<file path="config.mk">
export PLATFORM = sky130hd
export DESIGN_NAME = clock_div_prog
export DESIGN_NICKNAME = d
export VERILOG_FILES = /design/src/rtl/clock_div_prog.sv
export SDC_FILE = /design/constraint.sdc
export NUM_CORES = 1
export LEC_CHECK = 0
export ABC_AREA = 1
export BUFFER_PORTS_ARGS = -buffer_cell sky130_fd_sc_hd__buf_4
export CELL_PAD_IN_SITES_DETAIL_PLACEMENT = 1
export CELL_PAD_IN_SITES_GLOBAL_PLACEMENT = 1
export CORE_ASPECT_RATIO = 2
export CORE_UTILIZATION = 37
export CTS_BUF_LIST = sky130_fd_sc_hd__clkbuf_2 sky130_fd_sc_hd__clkbuf_4 sky130_fd_sc_hd__clkbuf_8
export DETAILED_ROUTE_END_ITERATION = 8
export GPL_ROUTABILITY_DRIVEN = 0
export PLACE_DENSITY_LB_ADDON = 0.12
export RECOVER_POWER = 50
export SLEW_MARGIN = 20
export SYNTH_ARGS = -nofsm -noshare
export SYNTH_HDL_FRONTEND = slang
export SYNTH_SLANG_ARGS = --single-unit
</file>
<file path="constraint.sdc">
create_clock -name CLK_in -period 3.5 [get_ports CLK_in]
set_input_delay 1.05 -clock CLK_in [delete_from_list [all_inputs] [get_ports CLK_in]]
set_output_delay 1.05 -clock CLK_in [all_outputs]
set_load 0.005 [all_outputs]
</file>
<file path="src/rtl/clock_div_prog.sv">
// clock_div_prog: N_CH independent programmable clock-enable dividers.
// Each channel holds an active divisor, a shadow divisor and a pending flag.
// New divisors take effect on a period boundary, on a SYNC pulse, or
// immediately when the channel is idle.
// Optional feature: define CLOCK_DIV_PROG_SQUARE_OUT_EN to build the per-channel
// 50% duty square-wave outputs. Without it SQ_out is tied to zero.
module clock_div_prog #(
  parameter int unsigned N_CH    = 4,
  parameter int unsigned CNT_W   = 26,
  parameter int unsigned DIV_RST = 50000000
) (
  input  logic                                      CLK_in,
  input  logic                                      RST_n_in,
  input  logic [N_CH-1:0]                           EN_in,
  input  logic                                      SYNC_in,
  input  logic                                      LOAD_in,
  input  logic [((N_CH > 1) ? $clog2(N_CH) : 1)-1:0] CH_SEL_in,
  input  logic [CNT_W-1:0]                          DIV_in,
  output logic [N_CH-1:0]                           LOAD_ACK_out,
  output logic [N_CH-1:0]                           TICK_out,
  output logic [N_CH-1:0]                           SQ_out
);

  localparam int unsigned SEL_W = (N_CH > 1) ? $clog2(N_CH) : 1;
  localparam logic [CNT_W-1:0] DIV_RST_V = CNT_W'(DIV_RST);

  for (genvar i = 0; i < N_CH; i++) begin : g_ch
    logic [CNT_W-1:0] div_q;
    logic [CNT_W-1:0] shd_q;
    logic [CNT_W-1:0] cnt_q;
    logic             pend_q;
    logic             tick_q;
    logic             ack_q;
    logic             load_hit;
    logic             wrap;
    logic [CNT_W-1:0] last_cnt;

    // Selects that cannot name a real channel never match any index.
    assign load_hit = LOAD_in && (CH_SEL_in == SEL_W'(i));
    // Divisors 0 and 1 both wrap on every enabled cycle.
    assign last_cnt = (div_q == '0) ? '0 : div_q - CNT_W'(1);
    assign wrap     = EN_in[i] && (cnt_q == last_cnt);

    // Counter, divisor shadowing and one-cycle tick/ack strobes.
    always_ff @(posedge CLK_in or negedge RST_n_in) begin
      if (!RST_n_in) begin
        div_q  <= DIV_RST_V;
        shd_q  <= DIV_RST_V;
        cnt_q  <= '0;
        pend_q <= 1'b0;
        tick_q <= 1'b0;
        ack_q  <= 1'b0;
      end else begin
        tick_q <= 1'b0;
        ack_q  <= 1'b0;
        if (SYNC_in) begin
          // Restart in phase; a same-cycle write wins over an older pending one.
          cnt_q <= '0;
          if (load_hit) begin
            div_q  <= DIV_in;
            shd_q  <= DIV_in;
            pend_q <= 1'b0;
            ack_q  <= 1'b1;
          end else if (pend_q) begin
            div_q  <= shd_q;
            pend_q <= 1'b0;
            ack_q  <= 1'b1;
          end
        end else begin
          if (EN_in[i]) begin
            if (wrap) begin
              cnt_q  <= '0;
              tick_q <= 1'b1;
            end else begin
              cnt_q <= cnt_q + CNT_W'(1);
            end
          end
          // Pending divisor lands on the period boundary, or at once when idle.
          if (pend_q && (wrap || !EN_in[i])) begin
            div_q  <= shd_q;
            pend_q <= 1'b0;
            ack_q  <= 1'b1;
            if (!EN_in[i]) begin
              cnt_q <= '0;
            end
          end
          // A write on the applying edge queues behind the value just applied.
          if (load_hit) begin
            shd_q  <= DIV_in;
            pend_q <= 1'b1;
          end
        end
      end
    end

    assign TICK_out[i]     = tick_q;
    assign LOAD_ACK_out[i] = ack_q;

`ifdef CLOCK_DIV_PROG_SQUARE_OUT_EN
    logic sq_q;

    // Square wave toggles on each wrap; SYNC restarts it low.
    always_ff @(posedge CLK_in or negedge RST_n_in) begin
      if (!RST_n_in) begin
        sq_q <= 1'b0;
      end else if (SYNC_in) begin
        sq_q <= 1'b0;
      end else if (wrap) begin
        sq_q <= ~sq_q;
      end
    end

    assign SQ_out[i] = sq_q;
`else
    assign SQ_out[i] = 1'b0;
`endif
  end

endmodule

</file>
==> metrics.yaml, run 1 <==
status: "finished with violations"
violations: "capacitance limit, slew limit"
root_buffer: "clkbuf_8"
yosys.area.top_type: "dfrtp_1"
routed_via_density: 5.01
holdBufCountCts: 0
synth_edf_count: 0
boundaryPins: 48
startpoint_type: "register"
path_clk_slew_ns: 0.06
gr-usage-all-layers_pct: 24.6
power_leakage_nw: 11.0
tightest_slew_ns: 1.89
hold_start: "g_ch[2].div_q[1]"
final_nets: 3182
cp.required_ns: 4.04
yosysMostFrequentCell: "nand2_1"
clock_skew_ns: 0.0162
pre_cts_slack_ns: 0.220
synth_top_area_share_pct: 27.3
yosys_warnings: 0
drive_gt1_share_pct: 11.4
met1Wirelength_um: 24800
synth.top_cells.by_count: "nand2_1, inv_1, nor2_1"
drt_pass1_iterations: 5
post_cts_buffers: 0
powerDensity_nw_per_um2: 570
synthCells: 3104
synth_area_leaders: "dfrtp_1, nand2_1, dfstp_2"
initial_utilization_pct: 37.6
postSynthAreaPerCell_um2: 6.73
ys_seq_elements: 324
timing.rr.start: "g_ch[1].div_q[0]"
hold_violations: 0
drc: 0
synth.yosys.seq_area_share_pct: 39.4
cp_max_fo: 15
wl_per_cell_um: 17.3
grt_max_degree: 82
wl_met2_um: 37800
setup_ws_ns: 0.280
max_slew_margin_pct: -26.1
cts-buffers-inserted: 52
dpl.hpwl_um: 53300
maxSlewViolCount: 66
die_y_um: 338
syn_to_final_growth_pct: 11.5
grt_pass1_vias: 21073
vias: 19687
drt_iter0_drc: 680
max-cap-violations: 1
die-area_um2: 57500
synth_cell_type_count: 41
cts_tree: "built"
htree_levels: 2
clk_path_buf_depth: 3
yosys_most_used_dff: "dfrtp_1"
rsz0062_at_grt: "false"
clk-insertion-delay-late_ns: 0.66
fin_util_pct: 41.9
finalSetupViolCount: 0
highest-signal-layer: "met4"
crit_path_frequent_cell: "nand2_1"
max_freq_ghz: 0.311
async_flop_share_pct: 100
period_share_pct: 92.0
core_um2: 55600
critPathMaxStageDelay_ns: 0.40
syn_area_um2: 20900
period_minus_slack_ns: 3.22
slowest_stage: "dfrtp_1"
rows: 122
antenna_found_initial: 1
grt_pass1_wl_um: 111000
wirelength_um: 67900
worstSetupPathType: "reg -> reg"
p_total_mw: 13.3
gr-total-overflow: 0
end_kind: "register"
cts.sinks: 324
io_buffer_count: 43
startpoint: "g_ch[1].div_q[0]"
fp.dieW_um: 170
antenna_left: 0
setup_tns_ns: 0
crit_chain: "inv_1 > ha_1 > nand2_2 > nor2_4 > buf_4 > nand2_1 > nand2_1 > nand2_1 > o21ai_0 > nand3_1 > nor2_1 > nand2_1 > nor2_2 > nand3_2 > nand2_4 > nand3_4 > buf_4 > nand3_1 > nand2_1"
hold_path_class: "reg -> reg"
arrival_ns: 3.76
ir_worst_vdd_v: 0.000290
wl_met3_um: 1360
-- cells in the final DEF (no fill, tap or decap), types with 10 or more instances in the layout --
cell type	netlist	layout
o21ai_0	254	254
nand2_2	16	15
nor2_1	376	376
inv_2	11	11
dfrtp_1	228	228
nand4_1	69	69
nor3_1	44	41
nor2_2	20	20
inv_1	386	386
nor4_1	18	18
a21oi_1	13	13
nand2_1	1012	1012
xor2_1	93	93
buf_4	16	67
nor2_4	10	10
nand2_4	9	10
nand3_1	282	282
dfstp_2	96	96
clkbuf_8	0	70
clkbuf_4	0	16
o21bai_1	15	15
-- power by group --
group / total, mW / leakage, nW / switching [mW] / internal [mW]
Sequential: 5.04 / 4.02 / 0.570 / 4.47
Combinational: 4.02 / 6.32 / 2.70 / 1.33
Clock: 4.22 / 0.689 / 1.70 / 2.52
-- timing repair --
item                                    4_1_cts  5_1_grt
endpoints found under the setup margin        0       25
gates resized for setup                       0        2
hold endpoints to repair                      0        0
-- critical path, delay by kind of cell (launching register included) --
kind            cells  cell delay (ns)
fa+ha+maj           1             0.28
buf+inv             3             0.58
flops               1             0.40
simple gates       14             1.67
compound gates      1             0.16
-- registers in the layout, indices dropped and copies added (netlist names) --
| signal | cells |
|---|---|
| g_ch.pend_q | 4 |
| g_ch.tick_q | 4 |
| g_ch.cnt_q | 104 |
| g_ch.shd_q | 104 |
| g_ch.ack_q | 4 |
| g_ch.div_q | 104 |
-- logic make-up after synthesis --
family,synth area share [%]
AO/OA/AOI/OAI,7.19
buffers and inverters,10.0
AND/OR/NAND/NOR,38.7
other,0.0179
adder cells (fa/ha/maj),0.479
flip-flops,39.4
XOR/XNOR,4.23
-- path summary, 6_finish.rpt --
path | to | slack (ns) | cells after the start
worst min-delay path | g_ch[2].div_q[1] | 0.50 | 2
worst max register to register | g_ch[1].div_q[6] | 0.28 | 19
min in group asynchronous | g_ch[1].cnt_q[8] | 0.93 | 1
max in group asynchronous | g_ch[3].tick_q | 0.63 | 2
worst min register to register | g_ch[2].div_q[1] | 0.50 | 2
worst max-delay path | g_ch[1].div_q[6] | 0.28 | 19
-- area by class of cell --
type	instances	area [um2]
fill	7270	32300
multi-input combinational	2281	10600
timing repair buffer	81	672
clock inverter	13	273
sequential	324	8230
tap	744	931
antenna	1	2.50
clock buffer	84	1070
inverter	398	1490
-- stage by stage --
stage	area (um2)	instances	hold WS, ns
finish	23300	3926	0.504
global route	23300	3926	0.541
global placement	22000	3828	0.498
floorplan	20900	3107	0.476
detailed placement	22000	3828	0.497
CTS	23300	3925	0.344
-- routing by layer --
layer  GRT usage, %  vias up
met5              0        -
met4           14.0        0
met3           2.35      158
met2           48.4      238
met1           24.6     9497
li1               -     9794
No activity file was read; power rests on OpenSTA's default activity.
==> run 2, diff against run 1 <==
- CORE_MARGIN: unset -> 3
==> run 2 against run 1 <==
Effect of this change: the run still ends with capacitance limit, slew limit left; clock power decreased by 8.3%; design area decreased by 0.33%; die area increased by 3.6%; worst hold slack improved by 0.0072 ns; non-clock buffer count increased by 6; combinational power about the same; clock skew increased by 0.0034 ns; largest cell class unchanged; largest power group unchanged.
==> metrics.yaml, run 2 (synthesis gave the netlist of run 1 again) <==
holdBufCountCts: 0
tightest_slew_ns: 2.55
core_um2: 55600
slowest_stage: "dfrtp_1"
hold_path_class: "reg -> reg"
worstSetupPathType: "reg -> reg"
hold_violations: 0
critPathMaxStageDelay_ns: 0.40
rows: 122
arrival_ns: 3.79
powerDensity_nw_per_um2: 557
setup_ws_ns: 0.233
cts-buffers-inserted: 51
wirelength_um: 67900
ir_worst_vdd_v: 0.000387
max-cap-violations: 1
die-area_um2: 59500
dpl.cell_count: 3831
clock_skew_ns: 0.0196
nFillCells: 7312
pre_cts_slack_ns: 0.0618
antenna_left: 0
largestRegisters: "g_ch.cnt_q: 104 flops, g_ch.div_q: 104 flops, g_ch.shd_q: 104 flops"
final_nets: 3189
seqPwrFrac_pct: 38.9
fin_util_pct: 41.8
drive_gt1_share_pct: 11.5
switching_share_pct: 38.0
seq_area_um2: 8230
layout_commonest_cell: "nand2_1"
clk-insertion-delay-late_ns: 0.64
syn_to_final_growth_pct: 11.1
cp.required_ns: 4.02
io_buffer_count: 43
multiInputGateArea_um2: 10600
routed_via_density: 5.00
power_frac_comb_pct: 31.2
htree_levels: 2
path_clk_slew_ns: 0.06
die_y_um: 342
cts_tree: "built"
whs_ns: 0.512
initial_utilization_pct: 37.6
cp_max_fo: 9
gr-usage-all-layers_pct: 22.8
grt_pass1_wl_um: 110000
crit_path_frequent_cell: "nand2_1"
period_share_pct: 93.3
grt_pass1_vias: 21114
startpoint_type: "register"
maxSlewViolCount: 82
gr-total-overflow: 0
crit_chain: "inv_1 > ha_1 > nand2_2 > nor2_4 > buf_4 > xor2_1 > nand2_1 > nand2_1 > nand2_1 > nor2_1 > nand3_1 > nor2_2 > nand3_2 > nand2_4 > nand3_4 > buf_12 > nand3_1 > nand2_1"
finalSetupViolCount: 0
path_buf_inv: 3
fp.dieW_um: 174
dpl.hpwl_um: 53200
status: "finished with violations"
final_cell_mix: "nand2_1, inv_1, nor2_1"
vias: 19674
cts.sinks: 324
final_cells: 3932
power_leakage_nw: 11.0
violations: "capacitance limit, slew limit"
drt_pass1_iterations: 4
wl_per_cell_um: 17.3
antenna_found_initial: 1
switching_power_mw: 4.92
cp_top_family: "simple AND/OR/NAND/NOR gates"
root_buffer: "clkbuf_8"
drc: 0
clk_path_buf_depth: 3
max_freq_ghz: 0.306
drt_iter0_drc: 763
p_int_mw: 8.02
max_slew_margin_pct: -70.1
clockPowerShare_pct: 29.9
period_minus_slack_ns: 3.27
grt_max_degree: 114
boundaryPins: 48
end_kind: "register"
-- run 2: changes by cell type in the layout (fill, tap and decap cells not counted), moves of 3 or more --
cell | previous run | this run
bufinv_16 | 8 | 5
clkinv_2 | 2 | 6
clkinvlp_4 | 3 | 0
clkbuf_4 | 16 | 20
clkbuf_8 | 70 | 64
clkbuf_1 | 2 | 7
-- run 2: power groups by stage --
stage               clock network [mW]  registers, mW  logic [mW]
CTS                               4.05           5.04        4.11
finish                            3.87           5.04        4.04
global route                      4.17           5.13        4.67
global placement                     0           5.07        3.94
detailed placement                   0           5.09        4.08
floorplan                            0           4.89        2.96
-- run 2: worst reg2reg max path, delay by kind of cell (launching register included) --
kind	cells	cell delay, ns
and+or+nand+nor	13	1.67
buffers and inverters	3	0.54
DFF	1	0.40
adders and majority gates	1	0.26
xor gates and xnor gates	1	0.26
-- run 2: per-stage QoR --
step	area, um2	TNS [ns]	total power [mW]
6_report	23200	0	12.9
5_1_grt	23200	-0.00290	14.0
4_1_cts	23200	0	13.2
3_5_place_dp	22000	0	9.17
3_3_place_gp	22000	0	9.00
2_1_floorplan	20900	0	7.84
-- run 2: cell type report --
| type | count | share of cell area, % |
|---|---|---|
| inverters | 398 | 6.44 |
| flip-flops and latches | 324 | 35.4 |
| clock inverters | 11 | 0.776 |
| well taps | 744 | 4.01 |
| diodes | 1 | 0.0108 |
| clock buffers | 84 | 4.44 |
| repair buffers | 87 | 3.02 |
| multi-input cells | 2283 | 45.9 |
-- run 2: final timing paths --
path	start	end	slack (ns)	depth (start not counted)
worst max-delay path	g_ch[1].div_q[0]	g_ch[1].div_q[10]	0.23	18
worst min-delay path	g_ch[2].div_q[1]	g_ch[2].div_q[1]	0.51	2
worst max register to register	g_ch[1].div_q[0]	g_ch[1].div_q[10]	0.23	18
worst min register to register	g_ch[2].div_q[1]	g_ch[2].div_q[1]	0.51	2
max in group asynchronous	RST_n_in	g_ch[2].cnt_q[15]	0.46	2
min in group asynchronous	RST_n_in	g_ch[1].cnt_q[8]	1.18	1
-- run 2: what timing repair did --
item | CTS | global route
hold endpoints to repair | 0 | 0
setup endpoints to repair | 0 | 50
resized for setup | 0 | 2
setup buffers | 0 | 3
-- run 2: routing by layer --
metal | track usage, % | share of wire (%) | vias up
li1 | - | - | 9804
met1 | 23.2 | 36 | 9479
met2 | 44.9 | 55 | 233
met3 | 2.36 | 2.1 | 158
met4 | 12.3 | 5.9 | 0
met5 | 0 | 0 | -
